### config.mk
export PLATFORM = sky130hd
export DESIGN_NAME = spi_slave_core
export DESIGN_NICKNAME = d
export VERILOG_FILES = /design/src/rtl/spi_slave_core.sv
export SDC_FILE = /design/constraint.sdc
export NUM_CORES = 1
export LEC_CHECK = 0
export ABC_AREA = 1
export BUFFER_PORTS_ARGS = -buffer_cell sky130_fd_sc_hd__buf_2
export CORE_MARGIN = 3
export CORE_UTILIZATION = 45
export DETAILED_ROUTE_END_ITERATION = 16
export HOLD_SLACK_MARGIN = 0.08
export PLACE_DENSITY = 0.68
export SLEW_MARGIN = 20
export SYNTH_ARGS = -nofsm -noshare
export SYNTH_HDL_FRONTEND = slang
export SYNTH_SLANG_ARGS = --single-unit
### constraint.sdc
create_clock -name clk -period 2.85 [get_ports clk]
set_input_delay 0.4275 -clock clk [delete_from_list [all_inputs] [get_ports clk]]
set_output_delay 0.4275 -clock clk [all_outputs]
set_load 0.02 [all_outputs]
### src/rtl/spi_slave_core.sv
// rtl/spi_slave_core.sv - SPI slave (all four modes) oversampled in the system clock domain
//
// Purpose: receives MSB-first words from an SPI master and returns words
// supplied through a one-entry valid/ready TX buffer. sclk, cs and mosi are
// synchronised into clk, so the whole block runs on the posedge of clk.
//
// Ports:
//   clk, rst              system clock, asynchronous active-high reset
//   cs, sclk, mosi        SPI pins from the master (cs active-low)
//   miso                  slave data to the master, 0 while deselected
//   tx_data/valid/ready   fabric-side TX buffer (ready = buffer empty)
//   rx_data, rx_valid     last complete received word and its 1-cycle strobe
//   busy                  transfer in progress (synchronised cs asserted)
//   tx_underrun           1-cycle strobe, a word began with the TX buffer empty

module spi_slave_core #(
  parameter int DATA_W      = 8,
  parameter bit CPOL        = 1'b0,
  parameter bit CPHA        = 1'b0,
  parameter int SYNC_STAGES = 2
) (
  input  logic              clk,
  input  logic              rst,
  input  logic              cs,
  input  logic              sclk,
  input  logic              mosi,
  output logic              miso,
  input  logic [DATA_W-1:0] tx_data,
  input  logic              tx_valid,
  output logic              tx_ready,
  output logic [DATA_W-1:0] rx_data,
  output logic              rx_valid,
  output logic              busy,
  output logic              tx_underrun
);

  localparam int CNT_W = $clog2(DATA_W);
  localparam logic [CNT_W-1:0] CNT_LAST = CNT_W'(DATA_W - 1);

  typedef enum logic {ST_IDLE, ST_ACTIVE} state_t;

  state_t                 state_q, state_d;
  logic [SYNC_STAGES-1:0] sclk_sync_q, sclk_sync_d;
  logic [SYNC_STAGES-1:0] cs_sync_q, cs_sync_d;
  logic [SYNC_STAGES-1:0] mosi_sync_q, mosi_sync_d;
  logic                   sclk_prev_q, sclk_prev_d;
  logic                   cs_prev_q, cs_prev_d;
  logic [SYNC_STAGES:0]   fill_q, fill_d;
  logic                   armed_q, armed_d;
  logic [CNT_W-1:0]       cnt_q, cnt_d;
  logic [DATA_W-1:0]      shreg_q, shreg_d;
  logic [DATA_W-1:0]      rx_sh_q, rx_sh_d;
  logic [DATA_W-1:0]      rx_data_q, rx_data_d;
  logic                   rx_valid_q, rx_valid_d;
  logic [DATA_W-1:0]      tx_buf_q, tx_buf_d;
  logic                   tx_ready_q, tx_ready_d;
  logic                   tx_underrun_q, tx_underrun_d;
  logic                   ur_pend_q, ur_pend_d;
  logic                   miso_q, miso_d;
  logic                   busy_q, busy_d;

  logic              sclk_s, cs_s, mosi_s;
  logic              lead_edge, trail_edge, sample_edge, shift_edge;
  logic              cs_fall, cs_rise, flushed, load;
  logic [DATA_W-1:0] rx_word;

  always_comb begin
    sclk_sync_d   = {sclk_sync_q[SYNC_STAGES-2:0], sclk};
    cs_sync_d     = {cs_sync_q[SYNC_STAGES-2:0], cs};
    mosi_sync_d   = {mosi_sync_q[SYNC_STAGES-2:0], mosi};
    fill_d        = {fill_q[SYNC_STAGES-1:0], 1'b1};
    sclk_s        = sclk_sync_q[SYNC_STAGES-1];
    cs_s          = cs_sync_q[SYNC_STAGES-1];
    mosi_s        = mosi_sync_q[SYNC_STAGES-1];
    sclk_prev_d   = sclk_s;
    cs_prev_d     = cs_s;

    lead_edge   = (sclk_s != CPOL) && (sclk_prev_q == CPOL);
    trail_edge  = (sclk_s == CPOL) && (sclk_prev_q != CPOL);
    sample_edge = CPHA ? trail_edge : lead_edge;
    shift_edge  = CPHA ? lead_edge : trail_edge;

    // Synchroniser flops are preset to the idle levels, so right after reset
    // they do not yet reflect the pins. A transfer may only start once the
    // flushed pipeline has shown cs high; a cs held low across reset is ignored.
    flushed = fill_q[SYNC_STAGES];
    armed_d = armed_q | (flushed & cs_s);
    cs_fall = armed_q && cs_prev_q && !cs_s;
    cs_rise = !cs_prev_q && cs_s;

    state_d       = state_q;
    cnt_d         = cnt_q;
    shreg_d       = shreg_q;
    rx_sh_d       = rx_sh_q;
    rx_data_d     = rx_data_q;
    rx_valid_d    = 1'b0;
    tx_buf_d      = tx_buf_q;
    tx_ready_d    = tx_ready_q;
    tx_underrun_d = 1'b0;
    ur_pend_d     = ur_pend_q;
    rx_word       = {rx_sh_q[DATA_W-2:0], mosi_s};
    load          = 1'b0;

    case (state_q)
      ST_IDLE: begin
        if (cs_fall) begin
          state_d   = ST_ACTIVE;
          cnt_d     = '0;
          rx_sh_d   = '0;
          ur_pend_d = 1'b0;
          load      = !CPHA;
        end
      end
      ST_ACTIVE: begin
        if (cs_rise) begin
          state_d   = ST_IDLE;
          cnt_d     = '0;
          rx_sh_d   = '0;
          ur_pend_d = 1'b0;
        end else begin
          if (sample_edge) begin
            rx_sh_d = rx_word;
            // With CPHA=0 the load happens at the end of the previous word;
            // an empty-buffer load is only reported once the next word starts.
            if (cnt_q == '0 && ur_pend_q) begin
              tx_underrun_d = 1'b1;
              ur_pend_d     = 1'b0;
            end
            if (cnt_q == CNT_LAST) begin
              rx_data_d  = rx_word;
              rx_valid_d = 1'b1;
              cnt_d      = '0;
              load       = !CPHA;
            end else begin
              cnt_d = cnt_q + CNT_W'(1);
            end
          end
          if (shift_edge) begin
            if (CPHA && cnt_q == '0) begin
              load = 1'b1;
            end else if (CPHA || cnt_q != '0) begin
              // CPHA=0: the shift edge right after a word boundary is skipped
              // so the freshly loaded MSB stays on miso.
              shreg_d = {shreg_q[DATA_W-2:0], 1'b0};
            end
          end
        end
      end
      default: state_d = ST_IDLE;
    endcase

    if (load) begin
      if (tx_ready_q) begin
        shreg_d = '0;
        if (CPHA) tx_underrun_d = 1'b1;
        else      ur_pend_d     = 1'b1;
      end else begin
        shreg_d    = tx_buf_q;
        tx_ready_d = 1'b1;
      end
    end

    // Accept after load so a simultaneous load takes the old word.
    if (tx_valid && tx_ready_q) begin
      tx_buf_d   = tx_data;
      tx_ready_d = 1'b0;
    end

    miso_d = (state_d == ST_ACTIVE) ? shreg_q[DATA_W-1] : 1'b0;
    busy_d = (state_d == ST_ACTIVE);
  end

  always_ff @(posedge clk or posedge rst) begin
    if (rst) begin
      state_q       <= ST_IDLE;
      sclk_sync_q   <= {SYNC_STAGES{CPOL}};
      cs_sync_q     <= '1;
      mosi_sync_q   <= '0;
      sclk_prev_q   <= CPOL;
      cs_prev_q     <= 1'b1;
      fill_q        <= '0;
      armed_q       <= 1'b0;
      cnt_q         <= '0;
      shreg_q       <= '0;
      rx_sh_q       <= '0;
      rx_data_q     <= '0;
      rx_valid_q    <= 1'b0;
      tx_buf_q      <= '0;
      tx_ready_q    <= 1'b1;
      tx_underrun_q <= 1'b0;
      ur_pend_q     <= 1'b0;
      miso_q        <= 1'b0;
      busy_q        <= 1'b0;
    end else begin
      state_q       <= state_d;
      sclk_sync_q   <= sclk_sync_d;
      cs_sync_q     <= cs_sync_d;
      mosi_sync_q   <= mosi_sync_d;
      sclk_prev_q   <= sclk_prev_d;
      cs_prev_q     <= cs_prev_d;
      fill_q        <= fill_d;
      armed_q       <= armed_d;
      cnt_q         <= cnt_d;
      shreg_q       <= shreg_d;
      rx_sh_q       <= rx_sh_d;
      rx_data_q     <= rx_data_d;
      rx_valid_q    <= rx_valid_d;
      tx_buf_q      <= tx_buf_d;
      tx_ready_q    <= tx_ready_d;
      tx_underrun_q <= tx_underrun_d;
      ur_pend_q     <= ur_pend_d;
      miso_q        <= miso_d;
      busy_q        <= busy_d;
    end
  end

  assign miso        = miso_q;
  assign tx_ready    = tx_ready_q;
  assign rx_data     = rx_data_q;
  assign rx_valid    = rx_valid_q;
  assign busy        = busy_q;
  assign tx_underrun = tx_underrun_q;

endmodule

==> flow_summary.ini, run 1 <==
[critical_path]
crit-reg2reg-launch = cnt_q[0]$_DFFE_PP0P_
cp_max_fo = 25
reg2reg_to = shreg_q[5]$_DFFE_PP0P_
reg2reg_depth = 9
start_kind = flip-flop
crit_type = reg2reg
crit_arrival_ns = 2.04
end_kind = flip-flop
r2r_slack_ns = 1.05
required_ns = 3.09

[detailed_routing]
detail-route-antenna-nets = 0
drt-wirelength-per-cell_um = 11.6
drt-total-wl_um = 3570
route.vias.total = 1461
drtIter0Drc = 93
via_per_inst = 4.73
route.detailed.drc = 0
first_pass_iters = 4

[synth]
ys_warn_count = 0
syn_avg_cell_area_um2 = 9.33
yosysTopAreaCell = dfrtp_1
synth_area_um2 = 2130
netlist_instances = 228
synth_area_leaders = dfrtp_1 (56%), nand2_1 (10%), inv_1 (5.1%)
ys_ff_latch = 52
yosysUniqueCellTypes = 27
syn_nets = 245
yosysTopAreaCellShare_pct = 56.5
yosysSeqAreaShare_pct = 61.4

[clock_network]
cts_max_path_buffers = 2
path_clk_slew_ns = 0.09
clock-sinks = 52
cts_tree = yes
clockRootBuffer = clkbuf_8
clock_latency_ns = 0.30
numCtsBuffers = 5
htreeDepth = 2
cts_setup_buffers = 0
cts_hold_buf = 0
cts_resized = 0

[sta]
setup_viol = 0
fin_skew_ns = 0.00972
setup_tns_ns = 0
period_minus_slack_ns = 1.80
hold_violations = 0
whs_ns = 0.146
maxSlewViolCount = 0
fmax_ghz = 0.555
min_period_over_period_pct = 63.2
max_slew_margin_pct = 65.7
tightestPinTransition_ns = 0.513
grt_setup_unrepaired = no

[power]
p_clk_share_pct = 26.2
p_comb_share_pct = 21.6
cellInternalPower_mw = 1.31
seqPwrFrac_pct = 52.2
p_sw_share_pct = 30.0
switching_power_mw = 0.563
vdd_drop_max_mv = 0.413
power_density_nw_per_um2 = 782
p_leak_nw = 1.28

[die]
start_util_pct = 47.9
die_y_um = 74.8
die_w_um = 74.8
dieArea_um2 = 5590
row_count = 24
coreArea_um2 = 4440
io_pins = 27

[global_route]
grt_pass1_wl_um = 6440
antenna_found_initial = 0
grt_use_total_pct = 15.2
grt_overflow = 0
first_global_vias = 1437
grt_max_degree = 26

[place]
dp_hpwl_um = 2540
numPortBuffers = 26
place_congestion = 0.805

[final_layout]
syn_to_final_growth_pct = 12.7
final_cell_mix = nand2_1 (57), dfrtp_1 (48), inv_1 (28)
n_antenna_cell = 0
layout_commonest_cell = nand2_1
nets = 273
drive_gt1_share_pct = 18.7

[run_status]
outcome = finished, final reports clean

[job]
maxCapViolCount = 0

[hold_path]
hp-class = in2async
## registers in the layout (all words and copies together), names as in the netlist, 3 cells and up
register and cells:
rx_data 8, shreg_q 8, tx_buf_q 8, rx_sh_q 7, cnt_q 3, fill_q 3
## critical path, stage by stage, from the launching register on
cell and delay (ns):
dfrtp_1 0.41, ha_1 0.20, ha_1 0.20, nand3_1 0.12, inv_1 0.08, nand2_4 0.21, nand3_1 0.11, nand2_1 0.24
nand2_1 0.10, nand2_1 0.07
## area by class of cell
type,instances,area [µm²]
inverter,30,113
timing repair buffer,28,145
clock buffer,6,72.6
multi-input combinational,139,661
sequential,52,1310
tap,52,65.1
fill,415,2050
clock inverter,2,35.0
## logic make-up after synthesis
| logic type | count (synthesis) | share of synthesized area [%] |
|---|---|---|
| and+or+nand+nor | 105 | 21.5 |
| adders and majority gates | 3 | 1.76 |
| DFF | 52 | 61.4 |
| AOI/OAI and AO/OA | 29 | 7.12 |
| other | 1 | 0.176 |
| muxes | 1 | 0.529 |
| buffers and inverters | 37 | 7.53 |
## metal layers
metal,track usage (%),routed length (µm)
met2,24.1,1670
met3,4.01,125
met1,20.5,1720
met4,4.94,56
met5,0,0
## metrics by stage
stage | instances | cell area, µm² | util (%) | power (mW) | setup slack [ns]
after global routing | 309 | 2400 | 53.9 | 2.03 | 0.857
after detailed placement | 301 | 2290 | 51.5 | 1.40 | 1.08
after global placement | 301 | 2290 | 51.5 | 1.39 | 1.07
after CTS | 309 | 2400 | 53.9 | 1.90 | 1.04
final | 309 | 2400 | 53.9 | 1.87 | 1.05
after floorplan | 228 | 2130 | - | 1.31 | 1.17
## synthesized netlist by cell type
library cell / instances
nand2_1: 57
dfrtp_1: 48
inv_1: 29
nand3_1: 21
nor2_1: 19
o21ai_0: 12
a21oi_1: 8
o21ai_1: 7
dfstp_2: 4
ha_1: 3
buf_2: 2
buf_6: 2
clkbuf_1: 2
a21o_1: 1
a21oi_2: 1
and3_1: 1
buf_4: 1
conb_1: 1
inv_2: 1
mux2_2: 1
nand2_2: 1
nand2_4: 1
nand3b_1: 1
nand4_2: 1
nor2_2: 1
nor2_4: 1
nor3_1: 1
## power groups by stage
stage | sequential [mW] | clock, mW | combinational [mW]
2_1_floorplan | 0.977 | 0 | 0.334
3_3_place_gp | 0.992 | 0 | 0.400
3_5_place_dp | 0.993 | 0 | 0.410
4_1_cts | 0.979 | 0.509 | 0.412
5_1_grt | 1.00 | 0.544 | 0.487
6_report | 0.978 | 0.491 | 0.405
## worst max-delay path by stage
stage / startpoint / to
after global placement: cnt_q[0]$_DFFE_PP0P_ / shreg_q[1]$_DFFE_PP0P_
after global routing: cnt_q[0]$_DFFE_PP0P_ / shreg_q[7]$_DFFE_PP0P_
after CTS: cnt_q[0]$_DFFE_PP0P_ / shreg_q[5]$_DFFE_PP0P_
after floorplan: rst / armed_q$_DFF_PP0_
final: cnt_q[0]$_DFFE_PP0P_ / shreg_q[5]$_DFFE_PP0P_
after detailed placement: cnt_q[0]$_DFFE_PP0P_ / shreg_q[2]$_DFFE_PP0P_
No activity file was read; power rests on OpenSTA's default activity.
==> run 2, diff against run 1 <==
ABC_AREA = 0   (was 1)
PLACE_DENSITY = 0.7   (was 0.68)
clock period = 1.6 ns   (was 2.85 ns; I/O delays follow)
==> flow_summary.ini, run 2 <==
[final_layout]
syn_to_final_growth_pct = 23.6
final_cell_area_um2 = 2640
instances_no_fill = 272
layout_commonest_cell = dfrtp_1
n_antenna_cell = 0
final_core_util_pct = 58.9
drive_gt1_share_pct = 35.5
final_cell_mix = dfrtp_1 (48), buf_2 (26), o21ai_0 (17)
nets = 236

[global_route]
grt_use_total_pct = 14.4
first_global_vias = 1345
grt_overflow = 0
grt_max_degree = 30
grt_pass1_wl_um = 6100
antenna_found_initial = 0

[power]
vdd_drop_max_mv = 0.846
switching_power_mw = 0.844
p_clk_share_pct = 28.7
p_comb_share_pct = 21.0
p_sw_share_pct = 25.4
seqPwrFrac_pct = 50.3
design_power_total_mw = 3.32
cellInternalPower_mw = 2.47
p_leak_nw = 1.21
power_density_nw_per_um2 = 1260

[critical_path]
crit_type = reg2reg
start_kind = flip-flop
end_kind = flip-flop
cp_max_fo = 8
crit-reg2reg-launch = cnt_q[1]$_DFFE_PP0P_
r2r_slack_ns = -0.08
crit_arrival_ns = 1.88
worstSetupStartpoint = cnt_q[1]$_DFFE_PP0P_
required_ns = 1.80

[sta]
grt_setup_unrepaired = yes
setup_viol = 8
hold_violations = 0
fmax_ghz = 0.594
setup_tns_ns = -0.509
whs_ns = 0.161
fin_skew_ns = 0.00523
setup_ws_ns = -0.0840
maxSlewViolCount = 0
min_period_over_period_pct = 105
period_minus_slack_ns = 1.68

[die]
start_util_pct = 47.7
coreArea_um2 = 4470
die_w_um = 74.9
dieArea_um2 = 5600
row_count = 24
die_y_um = 74.9
io_pins = 27

[synth]
synth_area_um2 = 2130
yosysSeqAreaShare_pct = 61.2
synth_edf_count = 0
syn_nets = 193
yosysUniqueCellTypes = 31
synth.mux.area_fraction_pct = 4.75
ys_warn_count = 0
async_flop_share_pct = 100
ys.flop_type = dfrtp_1
synth_fa_ha_area_share_pct = 1.76
synth-xor-area-share_pct = 0
yosysTopAreaCell = dfrtp_1
synth-simple-area-share_pct = 10.7
synth.top_cells.by_count = dfrtp_1 (48), o21ai_0 (19), inv_1 (15), nand4_1 (11), nand2_1 (10)
yosysTopAreaCellShare_pct = 56.3
netlist_instances = 176
synth_compound_area_share_pct = 16.4
ys_ff_latch = 52
synth_area_leaders = dfrtp_1 (56%), dfstp_2 (4.9%), mux2_2 (4.8%)
synth_top_family_by_area = compound AO/OA/AOI/OAI gates
yosysMostFrequentCell = dfrtp_1
syn_avg_cell_area_um2 = 12.1

[detailed_routing]
drt-total-wl_um = 3620
via_per_inst = 5.14
route.vias.total = 1399
detail-route-antenna-nets = 0
route.detailed.drc = 0
drt-wirelength-per-cell_um = 13.3
drtIter0Drc = 67
first_pass_iters = 4

[clock_network]
clock_latency_ns = 0.30
clock-sinks = 52
numCtsBuffers = 5
cts_max_path_buffers = 2
path_clk_slew_ns = 0.09
cts_tree = yes
clockRootBuffer = clkbuf_8
htreeDepth = 2

[job]
maxCapViolCount = 0

[hold_path]
hp-start = tx_data[0]
hp-class = in2reg

[place]
place_congestion = 0.707
numPortBuffers = 26
place_ws_ns = -0.202
dpl-instance-area_um2 = 2390
dp_hpwl_um = 2460
dpl.cell_count = 258

[run_status]
violations = negative setup slack
outcome = complete, but fails checks
[run 2: cell types whose count changed after synthesis, sizes merged, moves of 2 or more]
cell	before	now
nand2b	0	9
inv	30	15
o21a	0	2
a21oi	9	7
buf	5	3
o22a	0	7
nor2b	0	2
nand4	1	11
clkbuf	2	6
nand2	59	10
o31a	0	7
nand3	21	0
nor2	21	2
mux2	1	9
[run 2: power groups by stage]
stage	sequential (mW)	combinational [mW]	clock [mW]
final	1.67	0.697	0.951
after global routing	1.70	0.780	1.03
after CTS	1.67	0.674	0.991
after detailed placement	1.70	0.654	0
after global placement	1.69	0.638	0
after floorplan	1.70	0.463	0
[run 2: layout make-up]
| cell class | instances | area [µm²] |
|---|---|---|
| fillers | 374 | 1840 |
| flip-flops and latches | 52 | 1310 |
| multi-input cells | 100 | 769 |
| repair buffers | 45 | 313 |
| clock buffers | 7 | 96.3 |
| well taps | 52 | 65.1 |
| inverters | 15 | 56.3 |
| clock inverters | 1 | 30.0 |
[run 2: cell families (layout without fill, tap and decap cells)]
group	after synthesis	count (layout)
and+or+nand+nor	39	39
adders and majority gates	3	3
muxes	9	9
AOI/OAI and AO/OA	48	48
DFF	52	52
other	1	1
buffers and inverters	24	68
[run 2: timing repair]
action                                 in CTS  in global routing
gates cloned                                0                  1
endpoints found under the hold margin      51                  0
hold buffers                                4                  0
setup endpoints to repair                  15                 24
gates resized for setup                     5                  9
setup buffers                               0                  1
pin swaps                                   2                  1
[run 2: final timing paths]
check,end,cells past startpoint
worst max-delay path,shreg_q[1]$_DFFE_PP0P_,6
worst min-delay path,tx_buf_q[0]$_DFFE_PP0P_,2
worst max register to register,shreg_q[1]$_DFFE_PP0P_,6
worst min register to register,sclk_sync_q[1]$_DFF_PP0_,0
max in group asynchronous,cs_prev_q$_DFF_PP1_,4
min in group asynchronous,mosi_sync_q[0]$_DFF_PP0_,4
[run 2: worst max-delay path, cell delays in order (launching register included)]
cell	delay (ns)
dfrtp_1	0.37
inv_2	0.06
ha_4	0.14
nor2b_4	0.11
or3b_4	0.44
o31a_1	0.31
o22a_1	0.15
[run 2: routing by layer]
layer  global-route usage (%)  share of wire [%]  up-vias
li1                         -                  -      708
met1                     20.6                 50      655
met2                     20.0                 44       29
met3                     4.41                3.8        7
met4                     6.52                1.8        0
met5                        0                  0        -
